`src/rtl/adder_uart_sequencer.sv`:
```
// Sequencer for a 64-bit adder behind a UART link: gathers A/B bytes, waits a settle
// window, then streams {cout, sum} back. Optional receive timeout: define RX_TIMEOUT_EN.
module adder_uart_sequencer #(
  parameter int unsigned SETTLE_CYCLES  = 4,
  parameter int unsigned TIMEOUT_CYCLES = 100000
) (
  input  logic        clk,
  input  logic        rst_n,
  input  logic [7:0]  rx_data,
  input  logic        rx_valid,
  output logic [7:0]  tx_data,
  output logic        tx_valid,
  input  logic        tx_ready,
  output logic [63:0] op_a,
  output logic [63:0] op_b,
  input  logic [63:0] sum,
  input  logic        cout,
  output logic        busy,
  output logic        done,
  output logic        err
);

  // Handshake: a result byte transfers on every rising edge where tx_valid && tx_ready;
  // tx_valid/tx_data hold until then. rx_valid is a one-cycle strobe with no backpressure.
  typedef enum logic [1:0] {RX_A, RX_B, SETTLE, TX} state_e;

  localparam logic [7:0] SETTLE_LAST = 8'(SETTLE_CYCLES);

  state_e       state_q, state_d;
  logic [2:0]   cnt_q, cnt_d;
  logic [3:0]   idx_q, idx_d;
  logic [7:0]   settle_q, settle_d;
  logic [63:0]  op_a_q, op_a_d;
  logic [63:0]  op_b_q, op_b_d;
  logic [71:0]  res_q, res_d;
  logic         tx_valid_q, tx_valid_d;
  logic         done_q, done_d;
  logic         err_q, err_d;
  logic         timeout;
  logic         tx_fire;
  logic         settle_end;
  logic [7:0]   tx_byte;

  assign tx_fire    = tx_valid_q && tx_ready;
  assign settle_end = (settle_q == SETTLE_LAST);

`ifdef RX_TIMEOUT_EN
  localparam int unsigned IDLE_W = $clog2(TIMEOUT_CYCLES);
  localparam logic [IDLE_W-1:0] IDLE_LAST = IDLE_W'(TIMEOUT_CYCLES - 1);

  logic [IDLE_W-1:0] idle_q, idle_d;
  logic              idle_active;

  // Idle time only counts once an operation has started and is still receiving.
  assign idle_active = ((state_q == RX_A) && (cnt_q != 3'd0)) || (state_q == RX_B);
  assign timeout     = idle_active && !rx_valid && (idle_q == IDLE_LAST);
  assign idle_d      = (idle_active && !rx_valid && !timeout) ? idle_q + 1'b1 : '0;

  always_ff @(posedge clk or negedge rst_n) begin
    if (!rst_n) idle_q <= '0;
    else        idle_q <= idle_d;
  end
`else
  // TIMEOUT_CYCLES is at least 2 in any legal build, so this folds to 0.
  assign timeout = (TIMEOUT_CYCLES == 0);
`endif

  always_ff @(posedge clk or negedge rst_n) begin
    if (!rst_n) state_q <= RX_A;
    else        state_q <= state_d;
  end

  always_comb begin
    state_d = state_q;
    case (state_q)
      RX_A:    if (rx_valid && cnt_q == 3'd7) state_d = RX_B;
      RX_B:    if (rx_valid && cnt_q == 3'd7) state_d = SETTLE;
               else if (timeout)              state_d = RX_A;
      SETTLE:  if (settle_end)                state_d = TX;
      TX:      if (tx_fire && idx_q == 4'd8)  state_d = RX_A;
      default: state_d = RX_A;
    endcase
  end

  always_comb begin
    cnt_d      = cnt_q;
    idx_d      = idx_q;
    settle_d   = settle_q;
    op_a_d     = op_a_q;
    op_b_d     = op_b_q;
    res_d      = res_q;
    tx_valid_d = tx_valid_q;
    done_d     = 1'b0;
    err_d      = 1'b0;
    case (state_q)
      RX_A: begin
        if (rx_valid) begin
          op_a_d[{cnt_q, 3'b000} +: 8] = rx_data;
          cnt_d = cnt_q + 3'd1;
        end else if (timeout) begin
          cnt_d = 3'd0;
          err_d = 1'b1;
        end
      end
      RX_B: begin
        if (rx_valid) begin
          op_b_d[{cnt_q, 3'b000} +: 8] = rx_data;
          cnt_d = cnt_q + 3'd1;
          if (cnt_q == 3'd7) settle_d = 8'd0;
        end else if (timeout) begin
          cnt_d = 3'd0;
          err_d = 1'b1;
        end
      end
      SETTLE: begin
        if (settle_end) begin
          res_d      = {7'b0, cout, sum};
          idx_d      = 4'd0;
          tx_valid_d = 1'b1;
        end else begin
          settle_d = settle_q + 8'd1;
        end
      end
      TX: begin
        if (tx_fire) begin
          if (idx_q == 4'd8) begin
            idx_d      = 4'd0;
            cnt_d      = 3'd0;
            tx_valid_d = 1'b0;
            done_d     = 1'b1;
          end else begin
            idx_d = idx_q + 4'd1;
          end
        end
      end
      default: ;
    endcase
  end

  always_ff @(posedge clk or negedge rst_n) begin
    if (!rst_n) begin
      cnt_q      <= 3'd0;
      idx_q      <= 4'd0;
      settle_q   <= 8'd0;
      op_a_q     <= 64'd0;
      op_b_q     <= 64'd0;
      res_q      <= 72'd0;
      tx_valid_q <= 1'b0;
      done_q     <= 1'b0;
      err_q      <= 1'b0;
    end else begin
      cnt_q      <= cnt_d;
      idx_q      <= idx_d;
      settle_q   <= settle_d;
      op_a_q     <= op_a_d;
      op_b_q     <= op_b_d;
      res_q      <= res_d;
      tx_valid_q <= tx_valid_d;
      done_q     <= done_d;
      err_q      <= err_d;
    end
  end

  always_comb begin
    tx_byte = 8'd0;
    for (int i = 0; i < 9; i++) begin
      if (idx_q == 4'(i)) tx_byte = res_q[i*8 +: 8];
    end
  end

  always_comb begin
    tx_data  = tx_valid_q ? tx_byte : 8'd0;
    tx_valid = tx_valid_q;
    op_a     = op_a_q;
    op_b     = op_b_q;
    busy     = !((state_q == RX_A) && (cnt_q == 3'd0));
    done     = done_q;
    err      = err_q;
  end

endmodule
```
`config.mk`:
```
export PLATFORM = sky130hd
export DESIGN_NAME = adder_uart_sequencer
export DESIGN_NICKNAME = d
export VERILOG_FILES = /design/src/rtl/adder_uart_sequencer.sv
export SDC_FILE = /design/constraint.sdc
export NUM_CORES = 1
export LEC_CHECK = 0
export CAP_MARGIN = 20
export CORE_MARGIN = 8
export CORE_UTILIZATION = 45
export CTS_BUF_LIST = sky130_fd_sc_hd__clkbuf_8 sky130_fd_sc_hd__clkbuf_16
export CTS_CLUSTER_DIAMETER = 50
export DETAILED_ROUTE_END_ITERATION = 10
export GPL_TIMING_DRIVEN = 0
export PLACE_DENSITY = 0.79
export SYNTH_ARGS = -nofsm -noshare
export SYNTH_HDL_FRONTEND = slang
export SYNTH_SLANG_ARGS = --single-unit
```
`constraint.sdc`:
```
create_clock -name clk -period 2 [get_ports clk]
set_input_delay 0.4 -clock clk [delete_from_list [all_inputs] [get_ports clk]]
set_output_delay 0.4 -clock clk [all_outputs]
set_load 0.005 [all_outputs]
```
**After elaboration in Yosys (flattened, before gate mapping)**

Index checks and enable logic that the tools add are counted.

- Register bits after elaboration: 212
- Input port bits: 77
- Output and inout port bits: 140

- Add/subtract/negate cells: 4
- Equality and inequality tests: 23
- Shift operators: 2
- Mux-type cells: 36
- Reductions and logical operators: 20

Operator list:

| kind | number |
|---|---|
| $bwmux W64 | 2 |
| $mux W8 | 13 |
| $shift A8 B8 Y64 const A | 1 |
| $shiftx A8 B8 Y64 | 1 |
| $ne A2 B2 Y1 const B | 9 |
| $eq A4 B3 Y1 const B | 4 |
| $pmux W8 S2 | 1 |
| $reduce_and A4 Y1 | 4 |
| $mux W4 | 3 |
| $mux W3 | 3 |
| $add A8 B1 Y8 const B | 1 |
| $eq A4 B2 Y1 const B | 2 |
| $eq A8 B3 Y1 const B | 1 |
| $mux W2 | 4 |
| $neg A6 Y8 | 1 |
| $pmux W2 S4 | 1 |
| $pmux W4 S2 | 1 |
| $mux W1 | 6 |
| $pmux W3 S2 | 1 |
| $reduce_and A2 Y1 | 3 |
| $reduce_bool A2 Y1 | 3 |
| $add A4 B1 Y4 const B | 1 |
| $eq A2 B2 Y1 const B | 2 |
| $eq A4 B1 Y1 const B | 1 |
| 13 further kinds | 16 |

**Longest topological paths before layout**

- Depth in word-level cells: 11
- Mapped depth: 8
- Gate-level depth less buffers: 7

**Worst setup path before layout**

No wires, ideal clock.

- Path type: register -> register
- From: register cnt_q[0]
- To: register op_b_q[16], in the netlist op_b[16]
- Arrival: 2034 ps
- Data required time: 1875 ps
- Setup slack: -159 ps
- Stages on the path, launching flop included: 8
- Path buffers: 0
- Clock period less this slack: 2159 ps
- Cells stage by stage: dfrtp_1 -> inv_1 -> ha_1 -> ha_1 -> nor2b_1 -> nand3_1 -> nor2_1 -> mux2_2

- Cells in the longest elaborated chain, start to end: 3
- Elaborated cells on any way between the ends: 4

RTL lines:

| element | RTL line | RTL |
|---|---|---|
| start, declared | 30 | `logic [2:0] cnt_q, cnt_d;` |
| start signal, assigned | 152 | `cnt_q <= cnt_d;` |
| $neg A6 Y8 * | 107 | `op_b_d[{cnt_q, 3'b000} +: 8] = rx_data;` |
| $shiftx A8 B8 Y64 or $shift A8 B8 Y64 (tied branches) | 107 |  |
| $bwmux W64 * | 107 |  |
| end signal, assigned | 156 | `op_b_q <= op_b_d;` |
| end, declared | 34 | `logic [63:0] op_b_q, op_b_d;` |

Every way passes the cells marked *; elsewhere a longest branch is shown, timed or not.
A chain may end at the register's enable or synchronous reset.

**Final worst setup path**

- From: register idx_q[1]
- To: output tx_data[5]

- Cells in the longest elaborated chain, start to end: 11
- Elaborated cells on any way between the ends: 19

RTL lines:

| element | RTL line | RTL |
|---|---|---|
| start, declared | 31 | `logic [3:0] idx_q, idx_d;` |
| start signal, assigned | 153 | `idx_q <= idx_d;` |
| $logic_not A4 Y1 | 167 | `if (idx_q == 4'(i)) tx_byte = res_q[i*8 +: 8];` |
| $mux W8 (8 in series) | 167 |  |
| $mux W8 * | 167 |  |
| $mux W8 * | 172 | `tx_data = tx_valid_q ? tx_byte : 8'd0;` |
| end, declared | 11 | `output logic [7:0] tx_data,` |

Marked as above.

==> summary.md <==
| Metric | Value |
|---|---|
| Worst Path Arrival | about 2.3 ns |
| Pin count of the biggest net entering global routing | between 80 and 90 |
| Synthesized cell area | 0.00935 mm^2 |
| Initial antenna violation count | 0 |
| F_max | 368 MHz |
| Global route overflow | 0 |
| WS Path Type | reg2out |
| CTS tree | built |
| Starting density of the core | 46.0% |
| Area post-placement | around 0.012 mm^2 |
| Vias in the first global route | 7,563 |
| R2r startpoint | settle_q[0] |
| Post-synth EDFFs | 0 |
| Num rows | 52 |
| Worst-Margin Slew | 0.671 ns |
| Worst Path Required | 1.60 ns |
| Synth Instances | 706 |
| Setup TNS | -7.60 ns |
| Critical path startpoint | idx_q[1] |
| GP Congestion | 0.848 |
| Worst Setup End Kind | output pin |
| GRT Util Overall | 21.4% |
| Top_reg_cell synth | dfrtp_1 |
| Synth Net Count | roughly 800 |
| Post-synth top area share | 56.8% |
| Final HPWL DP | around 19,000 um |
| First-pass GRT wire length | 44,100 um |
| DR iter-0 viols | 478 |
| Synth Warn # | 0 |
| Fin nets | 1,081 |
| Final Max Tran Viols | 0 |
| Final WS setup | -0.717 ns |
| Critical R2R Capture | res_q[40] |
| Layout cell share with drive strength beyond 1 | 39.5% |
| Final hold slack | 0.412 ns |
| Max-slew headroom | 55.3% |
| Clock transition at path regs | around 0.060 ns |
| Sequential area share after synthesis | 56.8% |
| Final core utilization | slightly above 70% |
| Routed Wire Length | approximately 29,000 um |
| Cell taking the most area after synthesis | dfrtp_1 |
| Die Y | roughly 160 um |
| Worst skew pair latency | 0.53 ns |
| Power per cell area | roughly 1500 mW/mm^2 |
| CTS sink count | 212 |
| Reg-to-reg slack, setup | -0.07 ns |
| Library cells used by synthesis | 44 |
| Num CTS Buffers | 27 |
| Final hold vios | 0 |
| Share of async-settable or async-resettable flops after synthesis | 100% |
| RSZ-0062 raised after global routing | true |
| Startpoint Class | flip-flop |
| Core area | 0.0203 mm^2 |
| Status | finished, violations left |
| Setup-failing EPs final | just over 80 |
| Cell at the root of the clock tree | clkbuf_16 |
| Via count | 7,042 |
| Die ar. | about 0.026 mm^2 |
| Post-Syn Area per Cell | 13.2 um^2 |
| Final Cycle Share | 136% |
| Antenna diode count | 0 |
| Clk_skew | 0.0133 ns |
| Finished Cell Area | about 0.014 mm^2 |
| Register-to-Register Path Depth | 8 |
| LEAKAGE | 6.44 nW |
| Io pins | 217 |
| Avg WL per Cell | 22.7 um |
| Crit path max fanout | 8 |
| Drt via density | roughly 5.5 |
| Post-route ant nets | 0 |
| Largest cells by area after synthesis | dfrtp_1, mux2_2, mux2_4, nand2_1, ha_1 |
| DRC | 0 |
| TritonRoute pass-1 iters | 5 |
| Max Cap Viol | 0 |
| Hold Path Class | in2async |
| Yosys reg bits | 212 |
| Maximum clock path buffer count | 3 |
| Failing checks | setup timing |
| Count leader, synth | dfrtp_1 |
| Clock H-tree levels | 1 |
| IO Port Bufs | 214 |
| Layout overhead on the synthesized area | 53.1% |
| Synth top cells by count | dfrtp_1, mux2_2, nand2_1 |
| Min cycle time layout | 2.72 ns |
| Die W | 160 um |
| Peak VDD IR | around 1.1 mV |
==> where the power goes <==
group	leakage, nW	internal, mW	switching, mW
clock	0.488	3.23	1.93
combinational	3.28	5.42	3.72
sequential	2.67	6.12	1.25
==> metrics by stage <==
step                      power (mW)  instances  setup slack, ns
final                           21.7       1281           -0.717
after global routing            22.7       1281           -0.794
after CTS                       20.8       1268           -0.670
after detailed placement        14.8       1192            -1.09
after global placement          14.6       1190            -8.50
after floorplan                 10.8        706          -0.0615
==> worst max-delay path, cell delays in order, from the launching register on <==
cell and delay, ns:
dfrtp_2 0.46, inv_4 0.07, ha_4 0.18, clkbuf_16 0.16, buf_12 0.12, a22oi_1 0.20
a21oi_1 0.13, a31oi_2 0.27, nor3_2 0.06, buf_2 0.13
==> layer usage <==
layer	up-vias	routed length, um	global-route usage, %
met5	-	0	0
met4	0	1720	11.1
met3	97	1680	4.81
met2	252	14000	35.2
met1	3596	11600	25.8
li1	3097	-	-
==> worst max-delay path by stage <==
stage / end / slack [ns]
floorplan: op_b[48] / -0.06
global placement: op_a[35] / -8.50
detailed placement: tx_data[0] / -1.09
CTS: tx_data[6] / -0.67
global route: tx_data[6] / -0.79
finish: tx_data[5] / -0.72
==> layout make-up <==
cell class                      instances  area [um^2]
Buffer                                 28          299
Clock buffer                           33          758
Clock inverter                         17          210
Fill cell                            1297         5990
Inverter                               14         57.6
Multi-Input combinational cell        446         4550
Sequential cell                       212         5310
Tap cell                              270          338
Timing Repair Buffer                  261         2790
==> cells by family after synthesis <==
| group | synth area share (%) |
|---|---|
| flops | 56.8 |
| mux | 25.7 |
| simple gates | 7.07 |
| compound gates | 6.16 |
| buf+inv | 2.41 |
| fa+ha+maj | 1.87 |
| other cells | 0.0401 |
==> registers in the layout, summed over array words and instances, names as in the netlist <==
name,cells
settle_q,8
state_q,2
tx_valid,1
done,1
op_b,64
res_q,65
idx_q,4
op_a,64
cnt_q,3
==> repair_timing <==
item	4_1_cts	5_1_grt
pin swaps	42	38
gates cloned	6	2
endpoints found under the setup margin	211	205
hold endpoints to repair	59	0
hold buffers	1	0
resized for setup	154	112
buffers inserted	24	13
==> layout by cell type, fill, tap and decap left out, types with 6 or more instances in the layout <==
cell             netlist  routed
buf_12                 0      17
nand3_1               17      10
buf_16                 0       6
clkdlybuf4s50_1        0     204
clkbuf_1              25      11
nor2b_1               10       9
o21ai_1                1       7
a31oi_1               12       9
buf_2                  3      10
nor3_1                11       8
nor2_1                27      10
o211a_1                6       6
dfrtp_1              212     207
inv_6                  0       6
mux2i_1                7       7
clkbuf_8               0       8
o21ai_0               19      11
nand2_1               57      52
inv_1                 14       9
ha_4                   0      10
o22ai_1                6       6
nor2_4                 0      16
o211ai_1               9       9
buf_6                  5       8
inv_2                  0       6
a21oi_1               15      11
mux2_2               155      87
clkbuf_16              0      31
buf_4                  1      19
mux2_4                39     107
Note: power is estimated with default switching activity, not from simulation.
